### src/rtl/fifo_sched_pkg.sv
// Shared constants and state encodings for the FIFO bank and its pop scheduler.
package fifo_sched_pkg;

    localparam int DATA_W    = 6;
    localparam int THR_W     = 2;
    localparam int FULL_DEF  = 3;
    localparam int EMPTY_DEF = 1;

    typedef enum logic [2:0] {
        ST_RESET  = 3'd0,
        ST_INIT   = 3'd1,
        ST_IDLE   = 3'd2,
        ST_ACTIVE = 3'd3,
        ST_ERROR  = 3'd4
    } state_e;

endpackage

### src/rtl/fifo_pop_sched_rr_arbiter.sv
// Stateless round-robin arbiter: first requester at or above ptr_i (modulo N) wins.
module rr_arbiter #(
    parameter int N  = 4,
    parameter int IW = $clog2(N)
) (
    input  logic [N-1:0]  req_i,
    input  logic          enable_i,
    input  logic [IW-1:0] ptr_i,
    output logic [N-1:0]  grant_o,
    output logic [IW-1:0] sel_o,
    output logic [IW-1:0] next_ptr_o
);

    logic          found;
    logic [IW-1:0] idx;

    // N is a power of two, so the IW-bit sum wraps modulo N for free.
    always_comb begin
        grant_o    = '0;
        sel_o      = '0;
        next_ptr_o = ptr_i;
        found      = 1'b0;
        idx        = '0;
        for (int k = 0; k < N; k++) begin
            idx = ptr_i + IW'(k);
            if (!found && req_i[idx]) begin
                found = 1'b1;
                if (enable_i) begin
                    grant_o[idx] = 1'b1;
                    sel_o        = idx;
                    next_ptr_o   = idx + 1'b1;
                end
            end
        end
    end

endmodule

### src/rtl/fifo_pop_sched.sv
// Pop scheduler and threshold controller for the FIFO bank: sequences
// RESET/INIT/IDLE/ACTIVE/ERROR and grants one round-robin pop per cycle.
module fifo_pop_sched #(
    parameter int NFIFO     = 4,
    parameter int THR_W     = fifo_sched_pkg::THR_W,
    parameter int FULL_DEF  = fifo_sched_pkg::FULL_DEF,
    parameter int EMPTY_DEF = fifo_sched_pkg::EMPTY_DEF,
    parameter int SEL_W     = $clog2(NFIFO)
) (
    input  logic             clk,
    input  logic             reset,
    input  logic             init,
    input  logic [THR_W-1:0] umbral_full_in,
    input  logic [THR_W-1:0] umbral_empty_in,
    input  logic [NFIFO-1:0] fifo_empty,
    input  logic [NFIFO-1:0] fifo_error,
    input  logic             down_almost_full,
    output logic [NFIFO-1:0] pop,
    output logic [SEL_W-1:0] sel,
    output logic [THR_W-1:0] umbral_full,
    output logic [THR_W-1:0] umbral_empty,
    output logic [2:0]       state,
    output logic             idle_out,
    output logic             active_out,
    output logic             error_out
);

    import fifo_sched_pkg::*;

    state_e             state_q, state_d;
    logic [SEL_W-1:0]   ptr_q, ptr_d;
    logic [THR_W-1:0]   full_q, full_d;
    logic [THR_W-1:0]   empty_q, empty_d;
    logic [SEL_W-1:0]   next_ptr;
    logic               grant_en;

    // Handshake: pop[i] is a single-cycle strobe; FIFO i is popped on every
    // rising edge where it is high. down_almost_full is the inverted ready of
    // the shared output path and suppresses pop in the same cycle.
    assign grant_en = (state_q == ST_ACTIVE) && !down_almost_full;

    rr_arbiter #(
        .N  (NFIFO),
        .IW (SEL_W)
    ) u_arb (
        .req_i      (~fifo_empty),
        .enable_i   (grant_en),
        .ptr_i      (ptr_q),
        .grant_o    (pop),
        .sel_o      (sel),
        .next_ptr_o (next_ptr)
    );

    always_ff @(posedge clk or posedge reset) begin
        if (reset) begin
            state_q <= ST_RESET;
            ptr_q   <= '0;
            full_q  <= THR_W'(FULL_DEF);
            empty_q <= THR_W'(EMPTY_DEF);
        end else begin
            state_q <= state_d;
            ptr_q   <= ptr_d;
            full_q  <= full_d;
            empty_q <= empty_d;
        end
    end

    always_comb begin
        state_d = state_q;
        full_d  = full_q;
        empty_d = empty_q;
        ptr_d   = (|pop) ? next_ptr : ptr_q;
        case (state_q)
            ST_RESET: state_d = ST_INIT;
            ST_INIT: begin
                full_d  = umbral_full_in;
                empty_d = umbral_empty_in;
                if (!init) begin
                    state_d = (umbral_full_in > umbral_empty_in) ? ST_IDLE : ST_ERROR;
                end
            end
            ST_IDLE: begin
                if (init) begin
                    state_d = ST_INIT;
                end else if (!(&fifo_empty)) begin
                    state_d = ST_ACTIVE;
                end
            end
            ST_ACTIVE: begin
                if (&fifo_empty) begin
                    state_d = ST_IDLE;
                end
            end
            ST_ERROR: state_d = ST_ERROR;
            default:  state_d = ST_ERROR;
        endcase
        // A FIFO error overrides every other transition once out of RESET.
        if ((state_q != ST_RESET) && (|fifo_error)) begin
            state_d = ST_ERROR;
        end
    end

    assign umbral_full  = full_q;
    assign umbral_empty = empty_q;
    assign state        = state_q;
    assign idle_out     = (state_q == ST_IDLE);
    assign active_out   = (state_q == ST_ACTIVE);
    assign error_out    = (state_q == ST_ERROR);

endmodule

### config.mk
export PLATFORM = sky130hd
export DESIGN_NAME = fifo_pop_sched
export DESIGN_NICKNAME = d
export VERILOG_FILES = /design/src/rtl/fifo_sched_pkg.sv /design/src/rtl/fifo_pop_sched_rr_arbiter.sv /design/src/rtl/fifo_pop_sched.sv
export SDC_FILE = /design/constraint.sdc
export NUM_CORES = 1
export LEC_CHECK = 0
export ABC_AREA = 1
export CORE_MARGIN = 2
export CORE_UTILIZATION = 30
export DETAILED_ROUTE_END_ITERATION = 8
export GPL_TIMING_DRIVEN = 0
export PLACE_DENSITY = 0.64
export SLEW_MARGIN = 25
export SYNTH_ARGS = -nofsm -noshare
export SYNTH_HDL_FRONTEND = slang
export SYNTH_SLANG_ARGS = --single-unit
### constraint.sdc
create_clock -name clk -period 4.4 [get_ports clk]
set_input_delay 0.44 -clock clk [delete_from_list [all_inputs] [get_ports clk]]
set_output_delay 0.44 -clock clk [all_outputs]
set_load 0.1 [all_outputs]
==> results of run 1 <==
[flip-flops by register name, indices dropped and copies added, names as in the netlist]
register / cells
ptr_q: 2
umbral_empty: 2
state: 3
umbral_full: 2
[per-layer routing]
metal,part of all wire (%),track usage [%],vias up
met3,3.7,1.73,0
met5,0,0,-
li1,-,-,699
met4,0,1.28,0
met2,50,22.9,31
met1,46,18.5,597
[logic make-up (layout without fill, tap and decap cells)]
logic type                 count (synthesis)  count (layout)  synth area share (%)
AOI/OAI and AO/OA                         18              18                  8.26
adders and majority gates                 12              12                  11.5
buffers and inverters                     35              70                  11.1
DFF                                        9               9                  17.6
and+or+nand+nor                          122             122                  51.5
[stage by stage]
step | hold WS [ps] | setup WS [ps]
5_1_grt | 486 | 104
2_1_floorplan | 266 | 418
6_report | 461 | 345
4_1_cts | 465 | 313
3_3_place_gp | 456 | 590
3_5_place_dp | 458 | 569
[tightest hold or removal path, stage by stage (launching register included)]
cell	delay, ps
dfstp_2	360
nand2_1	50
nand2_1	40
[cell type report]
cell class / count / area, um2 / share of cell area, %
sequential: 9 / 229 / 13.3
timing repair buffer: 31 / 310 / 18.0
tap: 50 / 62.6 / 3.64
buffer: 2 / 16.3 / 0.945
multi-input combinational: 152 / 928 / 54.0
clock buffer: 4 / 45.0 / 2.62
inverter: 33 / 129 / 7.49
[layout by cell type (no fill, tap or decap), types with 2 or more instances in the layout]
cell / instances
a21oi_1: 4
clkbuf_8: 3
clkdlybuf4s50_1: 31
dfrtp_1: 6
dfstp_2: 3
ha_1: 12
inv_1: 28
inv_2: 3
inv_4: 2
nand2_1: 62
nand2_2: 3
nand2_4: 5
nand3_1: 21
nand3_2: 5
nand4_1: 2
nor2_1: 6
nor2_2: 5
nor2_4: 5
nor3_1: 3
nor4_1: 2
o211ai_1: 2
o21ai_0: 7
o31ai_1: 2
[worst paths after layout]
path | slack [ps] | cells past startpoint | from | end
min in group asynchronous | 470 | 2 | reset | ptr_q[0]
worst max-delay path | 340 | 13 | ptr_q[0] | sel[1]
worst max register to register | 1960 | 15 | ptr_q[0] | ptr_q[0]
worst min-delay path | 460 | 2 | umbral_empty[0] | umbral_empty[0]
max in group asynchronous | 3640 | 2 | reset | umbral_full[1]
worst min register to register | 460 | 2 | umbral_empty[0] | umbral_empty[0]
[power groups by stage]
stage	combinational (uW)	sequential, uW	clock (uW)
5_1_grt	48.7	83.1	103
3_5_place_dp	43.2	84.3	0
3_3_place_gp	43.0	84.3	0
4_1_cts	43.3	83.2	96.1
6_report	42.6	83.2	94.0
2_1_floorplan	23.5	84.3	0
==> results_dict.tcl, run 1 <==
set metrics [dict create \
    maxSlewHeadroom_pct 34.0 \
    synth_common_cells "nand2_1 (62), inv_1 (28), nand3_1 (21), ha_1 (12), o21ai_0 (7)" \
    crit_family "buffers and inverters" \
    yosysTopAreaCell "nand2_1" \
    core-area_um2 4090 \
    syn_area_um2 1300 \
    place_area_um2 1680 \
    layout_min_cycle_time_ps 4060 \
    cpPeakStageDelay_ps 1150 \
    utilization_pct 42.1 \
    sw_frac_of_total_pct 24.3 \
    nNetsFinal 260 \
    clockRootBuffer "clkbuf_8" \
    ir_worst_vdd_uv 138 \
    drive_gt1_share_pct 16.9 \
    crit_chain "inv_2 > ha_1 > clkbuf_2 > inv_1 > nand3_1 > nand2_1 > nand2_4 > inv_4 > nand2_1 > nor2_2 > inv_1 > o21ai_1 > clkdlybuf4s50_1" \
    startpoint_type "register" \
    synth_top_cell_area_share_pct 17.9 \
    hpwl_um 2510 \
    yosysMostFrequentCell "nand2_1" \
    rsz0062_at_grt "false" \
    drt_iter0_markers 89 \
    post-route-period-util_pct 92.2 \
    start_util_pct 31.9 \
    cts.sinks 9 \
    dr.pass1.iters 4 \
    num_io_pins 32 \
    synth_cell_type_count 29 \
    cellLeakagePower_uw 0.000864 \
    syn_to_final_growth_pct 32.1 \
    maxSlewViolCount 0 \
    worst_pin_slew_ps 987 \
    pwr-share-comb_pct 19.4 \
    grt-ovfl-total 0 \
    cts_buffers 3 \
    ant_nets 0 \
    cts_hold_buf 0 \
    grt_util_all_layers_pct 13.3 \
    fin_area_um2 1720 \
    synth_edf_count 0 \
    ys_ff_latch 9 \
    postSynthCellCount 196 \
    post_cts_buffers 0 \
    hold_violations 0 \
    p_switching_uw 53.5 \
    globalplace.congestion 0.840 \
    pwr-share-seq_pct 37.8 \
    synth_area_leaders "nand2_1 (18%), dfrtp_1 (12%), ha_1 (12%)" \
    htreeDepth 1 \
    p_int_uw 166 \
    post_cts_resized 0 \
    clk_latency_ps 230 \
    wl_per_cell_um 10.8 \
    setup_viol 0 \
    cp_slowest_cell "clkdlybuf4s50_1" \
    dieArea_um2 4880 \
    synth.avg_cell_area_um2 6.65 \
    power_frac_clock_pct 42.8 \
    grt_pass1_wl_um 5520 \
    dp_cells 277 \
    grt_max_degree 12 \
    antenna_found_initial 0 \
    synth_top_flop_cell "dfrtp_1" \
    fill_cells 454 \
    die_x_um 69.9 \
    powerDensity_nw_per_um2 128 \
    port_buffers 31 \
    yosys_warnings 0 \
    clkTransAtPathRegs_ps 40 \
    synthArstFlopShare_pct 100 \
    fin_cells 281 \
    path_max_fanout 11 \
    cp-end-kind "output pin" \
    drc 0 \
    worst-path-buf-inv 6 \
    vias 1327 \
    grt_pass1_vias 1291 \
    n_antenna_cell 0 \
    fin_setup_tns_ps 0 \
    syn-num-nets 224 \
    critPathArrivalTime_ps 3620 \
    maxCapViolCount 0 \
    hold_class "reg -> reg" \
    outcome "finished, final reports clean" \
    fmax_mhz 247 \
    p_total_uw 220 \
    fp-row-count 23 \
    crit_required_ps 3960 \
    die_height_um 69.9 \
    routed_wl_um 3040 \
    path_class "reg -> out" \
    cts_buffer_depth 2 \
    clock_skew_ps 0.454 \
    ys_seq_area_share_pct 17.6 \
    cts_tree "built" \
    via_per_inst 4.72 \
]
Note: power is estimated with default switching activity, not from simulation.
==> run 2, diff against run 1 <==
--- a/config.mk
+++ b/config.mk
@@ -10,6 +10,7 @@
 export CORE_UTILIZATION = 30
 export DETAILED_ROUTE_END_ITERATION = 8
 export GPL_TIMING_DRIVEN = 0
+export MAX_ROUTING_LAYER = met4
 export PLACE_DENSITY = 0.64
 export SLEW_MARGIN = 25
 export SYNTH_ARGS = -nofsm -noshare
==> run 2 against run 1 <==
Final cell count stayed put. Register-to-register slack worse by 20 ps. Combinational power hardly changed. Largest cell class unchanged. Core utilization did not move. Hold slack stayed put. Critical path type unchanged. Sequential share of layout area stayed put. Setup slack lost 25 ps. Via count up 0.38%. Fmax down 0.61%.
==> results_dict.tcl, run 2 (same netlist as run 1, synthesis figures left out) <==
set metrics [dict create \
    outcome "finished, final reports clean" \
    grt_util_all_layers_pct 13.7 \
    maxCapViolCount 0 \
    cts_buffers 3 \
    antenna_found_initial 0 \
    fin_cells 281 \
    layout_min_cycle_time_ps 4080 \
    setup_viol 0 \
    startpoint_type "register" \
    drc 0 \
    port_buffers 31 \
    ir_worst_vdd_uv 138 \
    hold_violations 0 \
    start_util_pct 31.9 \
    path_max_fanout 11 \
    ant_nets 0 \
    cts_tree "built" \
    wl_per_cell_um 10.8 \
    syn_to_final_growth_pct 32.1 \
    dp_cells 277 \
    routed_wl_um 3050 \
    post_cts_buffers 0 \
    cts.sinks 9 \
    globalplace.congestion 0.853 \
    cts_buffer_depth 2 \
    vias 1332 \
    post_cts_resized 0 \
    grt_pass1_wl_um 5510 \
    mostFrequentLayoutCell "nand2_1" \
    fin_setup_tns_ps 0 \
    post-route-period-util_pct 92.7 \
    core-area_um2 4090 \
    clkTransAtPathRegs_ps 40 \
    htreeDepth 1 \
    maxSlewViolCount 0 \
    via_per_inst 4.74 \
    fp-row-count 23 \
    clock_skew_ps 0.475 \
    layout_common_cells "nand2_1 (62), clkdlybuf4s50_1 (31), inv_1 (28)" \
    place_area_um2 1680 \
    dr.pass1.iters 4 \
    die_x_um 69.9 \
    cellLeakagePower_uw 0.000864 \
    grt_max_degree 12 \
    nNetsFinal 260 \
    hold_class "reg -> reg" \
    powerDensity_nw_per_um2 128 \
    maxSlewHeadroom_pct 34.0 \
    critPathArrivalTime_ps 3640 \
    rsz0062_at_grt "false" \
    cp-end-kind "output pin" \
    fmax_mhz 245 \
    ff2ff_setup_slack_ps 1940 \
    n_antenna_cell 0 \
    grt_pass1_vias 1288 \
    die_height_um 69.9 \
    clk_latency_ps 230 \
    drive_gt1_share_pct 16.9 \
    drt_iter0_markers 74 \
    dieArea_um2 4880 \
    largest_reg_flops 3 \
    crit_required_ps 3960 \
    worst_pin_slew_ps 987 \
    cts_hold_buf 0 \
    path_class "reg -> out" \
    num_io_pins 32 \
    grt-ovfl-total 0 \
    fin_area_um2 1720 \
    clockRootBuffer "clkbuf_8" \
    hpwl_um 2510 \
]
run 2: cell counts in the layout (fill, tap and decap cells not counted):
No cell type changed its count.
run 2: layout make-up:
cell class / instances / area [um2]
buffer: 2 / 16.3
clock buffer: 4 / 45.0
fill: 454 / 2370
inverter: 33 / 129
multi-input combinational: 152 / 928
sequential: 9 / 229
tap: 50 / 62.6
timing repair buffer: 31 / 310
run 2: final timing paths:
| check | startpoint | to | depth (start not counted) |
|---|---|---|---|
| min | umbral_empty[0] | umbral_empty[0] | 2 |
| min reg2reg | umbral_empty[0] | umbral_empty[0] | 2 |
| min in group asynchronous | reset | ptr_q[0] | 2 |
| max reg2reg | ptr_q[0] | ptr_q[0] | 15 |
| max in group asynchronous | reset | umbral_full[1] | 2 |
| max | ptr_q[0] | sel[1] | 13 |
run 2: where the power goes:
part	switching [uW]	internal (uW)
combinational	22.5	20.2
clock	31.0	63.0
sequential	0	83.2
total	53.5	166
run 2: metal layers:
| layer | part of all wire [%] | routed length (um) | global-route usage, % | vias up |
|---|---|---|---|---|
| met5 | 0 | 0 | - | - |
| met4 | 0 | 0 | 1.28 | 0 |
| met3 | 2.8 | 86 | 1.73 | 0 |
| met2 | 50 | 1520 | 23.0 | 26 |
| met1 | 47 | 1440 | 18.3 | 607 |
| li1 | - | - | - | 699 |
run 2: critical path, stage by stage, from the launching register on:
cell and delay (ps):
dfrtp_1 560, inv_2 190, ha_1 320, clkbuf_2 180
inv_1 130, nand3_1 90, nand2_1 140, nand2_4 80
inv_4 80, nand2_1 120, nor2_2 120, inv_1 70
o21ai_1 160, clkdlybuf4s50_1 1150
run 2: through the flow:
stage                     utilization [%]  setup WS, ps  power, uW  hold WS [ps]
after global placement               41.0           590        127           456
after detailed placement             41.0           569        128           458
after CTS                            42.1           313        223           465
after global routing                 42.1           104        234           486
final                                42.1           320        220           461
after floorplan                         -           418        108           266
==> run 3, diff against run 2 <==
--- a/config.mk
+++ b/config.mk
@@ -6,6 +6,7 @@
 export NUM_CORES = 1
 export LEC_CHECK = 0
 export ABC_AREA = 1
+export ABC_CLOCK_PERIOD_IN_PS = 4400
 export CORE_MARGIN = 2
 export CORE_UTILIZATION = 30
 export DETAILED_ROUTE_END_ITERATION = 8
==> results of run 3 <==
Final layout, timing and power as in run 2 (identical DEF).
